**src/rtl/led_blink_driver.sv**
```systemverilog
// Turns single-cycle event pulses into fixed-length LED blinks, queueing
// events that arrive mid-blink in a saturating pending counter.
module led_blink_driver #(
   parameter int unsigned CLK_DIV   = 30000,
   parameter int unsigned ON_TICKS  = 40,
   parameter int unsigned OFF_TICKS = 40,
   parameter int unsigned PEND_W    = 4
) (
   input  logic              clk,
   input  logic              rst,
   input  logic              evt,
   output logic              led,
   output logic              busy,
   output logic [PEND_W-1:0] pending,
   output logic              overflow
);

   localparam int unsigned MAX_TICKS = (ON_TICKS > OFF_TICKS) ? ON_TICKS : OFF_TICKS;
   localparam int unsigned PRE_W     = (CLK_DIV > 1) ? $clog2(CLK_DIV) : 1;
   localparam int unsigned TCK_W     = $clog2(MAX_TICKS + 1);

   localparam logic [PRE_W-1:0]  PRE_LAST = PRE_W'(CLK_DIV - 1);
   localparam logic [TCK_W-1:0]  ON_LAST  = TCK_W'(ON_TICKS - 1);
   localparam logic [TCK_W-1:0]  OFF_LAST = TCK_W'(OFF_TICKS - 1);
   localparam logic [PEND_W-1:0] PEND_MAX = '1;

   typedef enum logic [1:0] {
      ST_IDLE,
      ST_ON,
      ST_OFF
   } state_t;

   state_t           state;
   logic [PRE_W-1:0] pre;
   logic [TCK_W-1:0] tcnt;

   logic             tick;
   logic             on_done;
   logic             off_done;
   logic             dequeue;
   logic [PRE_W-1:0] pre_adv;
   logic [TCK_W-1:0] tcnt_adv;

   always_comb begin
      tick     = (pre == PRE_LAST);
      on_done  = (state == ST_ON)  && tick && (tcnt == ON_LAST);
      off_done = (state == ST_OFF) && tick && (tcnt == OFF_LAST);
      // A queued event starts either straight from IDLE or on the edge that ends OFF.
      dequeue  = (pending != '0) && ((state == ST_IDLE) || off_done);
      pre_adv  = tick ? '0 : pre + PRE_W'(1);
      tcnt_adv = tick ? tcnt + TCK_W'(1) : tcnt;
   end

   always_ff @(posedge clk) begin
      if (rst) begin
         state    <= ST_IDLE;
         led      <= 1'b0;
         busy     <= 1'b0;
         pending  <= '0;
         overflow <= 1'b0;
         pre      <= '0;
         tcnt     <= '0;
      end else begin
         // evt together with a dequeue is a net no-op, even when saturated.
         if (evt && !dequeue) begin
            if (pending == PEND_MAX) begin
               overflow <= 1'b1;
            end else begin
               pending <= pending + PEND_W'(1);
            end
         end else if (!evt && dequeue) begin
            pending <= pending - PEND_W'(1);
         end

         case (state)
            ST_IDLE: begin
               if (dequeue) begin
                  state <= ST_ON;
                  led   <= 1'b1;
                  busy  <= 1'b1;
                  pre   <= '0;
                  tcnt  <= '0;
               end
            end
            ST_ON: begin
               if (on_done) begin
                  state <= ST_OFF;
                  led   <= 1'b0;
                  pre   <= '0;
                  tcnt  <= '0;
               end else begin
                  pre   <= pre_adv;
                  tcnt  <= tcnt_adv;
               end
            end
            ST_OFF: begin
               if (off_done) begin
                  pre  <= '0;
                  tcnt <= '0;
                  if (dequeue) begin
                     state <= ST_ON;
                     led   <= 1'b1;
                  end else begin
                     state <= ST_IDLE;
                     busy  <= 1'b0;
                  end
               end else begin
                  pre  <= pre_adv;
                  tcnt <= tcnt_adv;
               end
            end
            default: begin
               state <= ST_IDLE;
               led   <= 1'b0;
               busy  <= 1'b0;
               pre   <= '0;
               tcnt  <= '0;
            end
         endcase
      end
   end

endmodule
```
**config.mk**
```make
export PLATFORM = sky130hd
export DESIGN_NAME = led_blink_driver
export DESIGN_NICKNAME = d
export VERILOG_FILES = /design/src/rtl/led_blink_driver.sv
export SDC_FILE = /design/constraint.sdc
export NUM_CORES = 1
export LEC_CHECK = 0
export CORE_ASPECT_RATIO = 0.9
export CORE_UTILIZATION = 59
export CTS_CLUSTER_SIZE = 30
export DETAILED_ROUTE_END_ITERATION = 8
export HOLD_SLACK_MARGIN = 0.1
export PLACE_DENSITY = 0.76
export SYNTH_ARGS = -nofsm -noshare
export SYNTH_HDL_FRONTEND = slang
export SYNTH_SLANG_ARGS = --single-unit
```
**constraint.sdc**
```tcl
create_clock -name clk -period 3.6 [get_ports clk]
set_input_delay 1.08 -clock clk [delete_from_list [all_inputs] [get_ports clk]]
set_output_delay 1.08 -clock clk [all_outputs]
set_load 0.02 [all_outputs]
```
Word level (Yosys, flattened, before mapping)
Index checks and enable logic that the tools add are counted.

word-level totals
  memories = 0
  word-level logic and storage cells = 66
  bits in latches = 0
  input port bits = 3
  bits in writable memories = 0
  bits in read-only memories = 0
  bits in registers = 30

operators by class
  add/subtract/negate cells = 4
  bitwise logic cells = 1
  reduce and logical (&&, ||, !) cells = 18
  $lt $le $gt $ge = 0
  shift-type cells = 0
  divide/modulo/power cells = 0
  equal/unequal tests = 10
  multiplexer cells = 26
  multiply operators = 0

operator list
  cell                                                                   count
  15-bit two-way mux                                                     4
  15-bit case mux with 3 select lines                                    1
  6-bit two-way mux                                                      4
  6-bit case mux with 3 select lines                                     1
  15-bit by 1-bit adder with 15-bit output, second input constant        1
  15-bit equality test, second input constant                            1
  4-bit two-way mux                                                      3
  2-bit != test, second input constant                                   5
  1-bit logical AND                                                      7
  1-bit two-way mux                                                      7
  6-bit by 1-bit adder with 6-bit output, second input constant          1
  6-bit equality test, second input constant                             1
  2-bit two-way mux                                                      3
  1-bit case mux with 3 select lines                                     2
  2-bit case mux with 3 select lines                                     1
  2-bit AND reduction                                                    3
  4-bit by 1-bit adder with 4-bit output, second input constant          1
  4-bit equality test, second input constant                             1
  4-bit AND reduction                                                    1
  4-bit nonzero test                                                     1
  4-bit by 1-bit subtractor with 4-bit output, second input constant     1
  3-bit AND reduction                                                    1
  2-bit by 1-bit equality test with 1-bit output, second input constant  1
  2-bit equality test, second input constant                             1
  other kinds (5)                                                        6

Depth between registers and ports, before layout
  word-level depth = 9
  gate-level depth with buffers = 12

Worst setup path after synthesis
OpenSTA, ideal clock, no wires.

  path type = reg2reg
  start = register pre[4]
  end = register pending[2]
  period minus slack after synthesis = 2848 ps
  data required time = 3466 ps
  slack = 752 ps
  arrival time = 2714 ps
  stages on the path, launching flop included = 12
  cells stage by stage = dfxtp_1 -> or4b_1 -> or4_1 -> buf_2 -> o21a_1 -> nand2_1 -> ha_1 -> xor2_1 -> and3_1 -> o21a_1 -> a211oi_1 -> a211oi_1

on the way
  word-level cells in the longest chain between the ends = 9
  elaborated cells between the ends (all ways) = 12
  classes of those cells = 2 x eq/ne; 1 x mux; 9 x reduce/logical

ends and longest elaborated chain
  element                                                               RTL line  text
  start: declaration                                                    34        logic [PRE_W-1:0] pre;
  start signal: assignment                                              92        pre <= pre_adv;
  start signal: assignment                                              108       pre <= pre_adv;
  15-bit equality test *                                                45        tick = (pre == PRE_LAST);
  1-bit logical AND * (2 in a row)                                      47        off_done = (state == ST_OFF) && tick && (tcnt == OFF_LAST);
  1-bit logical OR *                                                    49        dequeue = (pending != '0) && ((state == ST_IDLE) || off_done);
  1-bit logical AND *                                                   49
  1-bit logical NOT                                                     65        if (evt && !dequeue) begin
  1-bit logical AND                                                     65
  2-bit != test (no source line) or 2-bit nonzero test (tied branches)  --
  2-bit AND reduction (no source line)                                  --
  end signal: assignment                                                69        pending <= pending + PEND_W'(1);
  end signal: assignment                                                72        pending <= pending - PEND_W'(1);
  end: declaration                                                      14        output logic [PEND_W-1:0] pending,

Every way passes the cells marked *; elsewhere a longest branch is shown, timed or not.
A chain may end at the register's enable or synchronous reset.

Worst setup path after layout
  start = register pending[0]
  end = register pending[2]

on the way
  word-level cells in the longest chain between the ends = 6
  elaborated cells between the ends (all ways) = 14
  classes of those cells = 2 x add/sub; 2 x eq/ne; 3 x mux; 7 x reduce/logical

ends and longest elaborated chain
  element
  parallel branches: the longest is 6 deep, another holds 4-bit by 1-bit subtractor with 4-bit output

Parallel ways; which one is timed is not known. The select of a mux whose other input is x is not followed.

==> results.yml <==
power_and_ir_drop:
  internal-power_mw: 0.689
  power_switching_mw: 0.512
  powerDensity_nw_per_um2: 619
  p_comb_share_pct: 48.7
  clkPwrFrac_pct: 15.4
  p_leak_nw: 0.666
  power_mw: 1.20
  p_seq_share_pct: 35.8
  swShare_pct: 42.7
  vdd_drop_max_uv: 471
layout:
  fin_area_um2: 1940
  syn2layout_area_growth_pct: 10.0
  nets: 225
  layout.cells.non_filler: 253
  final_core_util_pct: 69.4
  drive_above_1_share_pct: 9.86
  diodes: 0
floorplanning:
  start_util_pct: 63.1
  dieArea_um2: 3210
  io_pins: 10
  die_h_um: 53.9
  core_area_um2: 2790
  rows: 18
  die_w_um: 59.6
sta:
  rsz0062_at_grt: "no"
  hold_viol: 0
  period_share_pct: 84.7
  fin_crit_ps: 3050
  clock.fmax_ghz: 0.328
  setup_ws_ps: 552
  worst_slew_pin_slew_ps: 992
  maxSlewViolCount: 0
  hold_ws_ps: 468
  clock_skew_ps: 10.5
  fin_tns_setup_ps: 0
  slew_headroom_pct: 33.0
  final-setup-viol-count: 0
placement:
  io_buffers: 9
  place_ws_ps: 500
  dpl-instance-area_um2: 1890
  dp_cells: 246
  place.detailed.hpwl_um: 2750
  globalplace.congestion: 0.799
yosys:
  synth.top_cells.by_area: "dfxtp_1, xnor2_1, nor2_1"
  synth_top_area_share_pct: 34.1
  ys_types: 49
  async_flop_share_pct: 0
  synth_edf_count: 0
  syn-num-nets: 212
  ys_warn_count: 0
  syn-cell-area_um2: 1760
  ys_seq_area_share_pct: 34.1
  ys_dominant_reg_cell: "dfxtp_1"
  netlist_instances: 200
  synth.largest_area_cell: "dfxtp_1"
  syn_avg_cell_area_um2: 8.81
  ys_ff_latch: 30
setup_path:
  arrival_ps: 3260
  rr_startpoint: "pending[0]$_SDFFE_PP0P_"
  cp-end-kind: "flop"
  cp.required_ps: 3820
  startpoint: "pending[0]$_SDFFE_PP0P_"
  start_kind: "flop"
  crit_type: "reg2reg"
  r2r_setup_slack_ps: 550
  crit_path_max_fanout: 9
clock_network:
  numCtsBuffers: 5
  cts-htree-levels: 2
  clk_latency_ps: 330
  clk_path_buf_depth: 2
  root_buffer: "clkbuf_4"
  cts.clk_slew.worst_paths_ps: 90
  cts.hold.buffers_added: 0
  cts_setup_buffers: 0
  cts_tree: "yes"
  cts-resized-gates: 0
  numClockSinks: 30
hold_path:
  min_from: "led$_SDFFE_PP0P_"
  min_path_type: "reg2reg"
grt:
  grt_max_degree: 16
  first_global_vias: 1434
  grt_antenna_before_repair: 0
  overflow: 0
  track_usage_pct: 27.1
  grt_pass1_wl_um: 6360
drt:
  wl_um: 3810
  vias: 1521
  ant_nets: 0
  dr.pass1.iters: 4
  viasPerCell: 6.01
  first_iter_violations: 56
  wire_per_inst_um: 15.0
  drc: 0
run_status:
  status: "complete, no violations"
run:
  cap_violations: 0
==> final cells by class <==
| cell class | instances | area [µm²] |
|---|---|---|
| Multi-Input combinational cell | 158 | 1110 |
| Sequential cell | 30 | 601 |
| Timing Repair Buffer | 12 | 113 |
| Inverter | 6 | 22.5 |
| Clock inverter | 2 | 10.0 |
| Clock buffer | 5 | 37.5 |
| Tap cell | 40 | 50.0 |
| Fill cell | 246 | 853 |
==> placed cells by master, fill, tap and decap left out, types with 3 or more instances in the layout <==
| master | n |
|---|---|
| o21ai_0 | 7 |
| and3_1 | 5 |
| a211oi_1 | 6 |
| inv_1 | 6 |
| nand2_1 | 17 |
| clkbuf_4 | 5 |
| nor2b_1 | 3 |
| a21o_1 | 3 |
| xnor2_1 | 13 |
| nor2_1 | 27 |
| a21oi_1 | 6 |
| mux2i_1 | 5 |
| dfxtp_1 | 30 |
| nor4b_1 | 3 |
| nand3_1 | 7 |
| xor2_1 | 6 |
| buf_4 | 3 |
| clkdlybuf4s50_1 | 9 |
| ha_1 | 8 |
| nand4_1 | 7 |
==> registers in the layout, indices dropped and copies added (netlist names) <==
register / count
tcnt: 6
busy: 1
pending: 4
pre: 15
overflow: 1
led: 1
state: 2
==> worst paths after layout <==
| path | end | cells after the start |
|---|---|---|
| max | pending[2]$_SDFFE_PP0P_ | 9 |
| min | led$_SDFFE_PP0P_ | 2 |
| max reg2reg | pending[2]$_SDFFE_PP0P_ | 9 |
| min reg2reg | led$_SDFFE_PP0P_ | 2 |
==> synth_stat cells (all sizes together) (3+ instances only) <==
cell type  instances
a21o               3
dfxtp             30
mux2i              5
buf                5
nor3               4
a211oi             6
o21ai              8
nor4b              3
inv                6
nand4              7
nand2             17
xor2               6
xnor2             13
nor2b              4
nor2              27
a21oi              6
nand3              7
ha                 8
and3               5
==> power groups by stage <==
stage / Clock (mW) / Sequential, mW / Combinational, mW
after floorplan: 0 / 0.460 / 0.405
after global placement: 0 / 0.432 / 0.572
final: 0.185 / 0.430 / 0.585
after detailed placement: 0 / 0.435 / 0.583
after global routing: 0.201 / 0.438 / 0.652
after CTS: 0.187 / 0.429 / 0.588
==> logic make-up after synthesis <==
kind of cell	share of synthesized area (%)
fa+ha+maj	6.81
simple gates	28.7
mux	3.69
xor+xnor	9.44
compound gates	14.1
buf+inv	3.19
flops	34.1
==> layer usage <==
layer,GRT usage (%),wire [µm],up-vias
met2,45.7,1850,36
met3,7.21,166,10
li1,-,-,743
met1,32.2,1710,732
met5,0,0,-
met4,12.8,84,0
==> worst max-delay path: stages (launching register included) <==
cell	delay, ps
dfxtp_1	400
o41ai_1	940
o21a_1	310
nand2_1	130
fa_1	400
xor2_1	180
and3_1	180
o21a_1	100
a211oi_1	210
a211oi_1	70
Power figures use the tool's default switching activity.
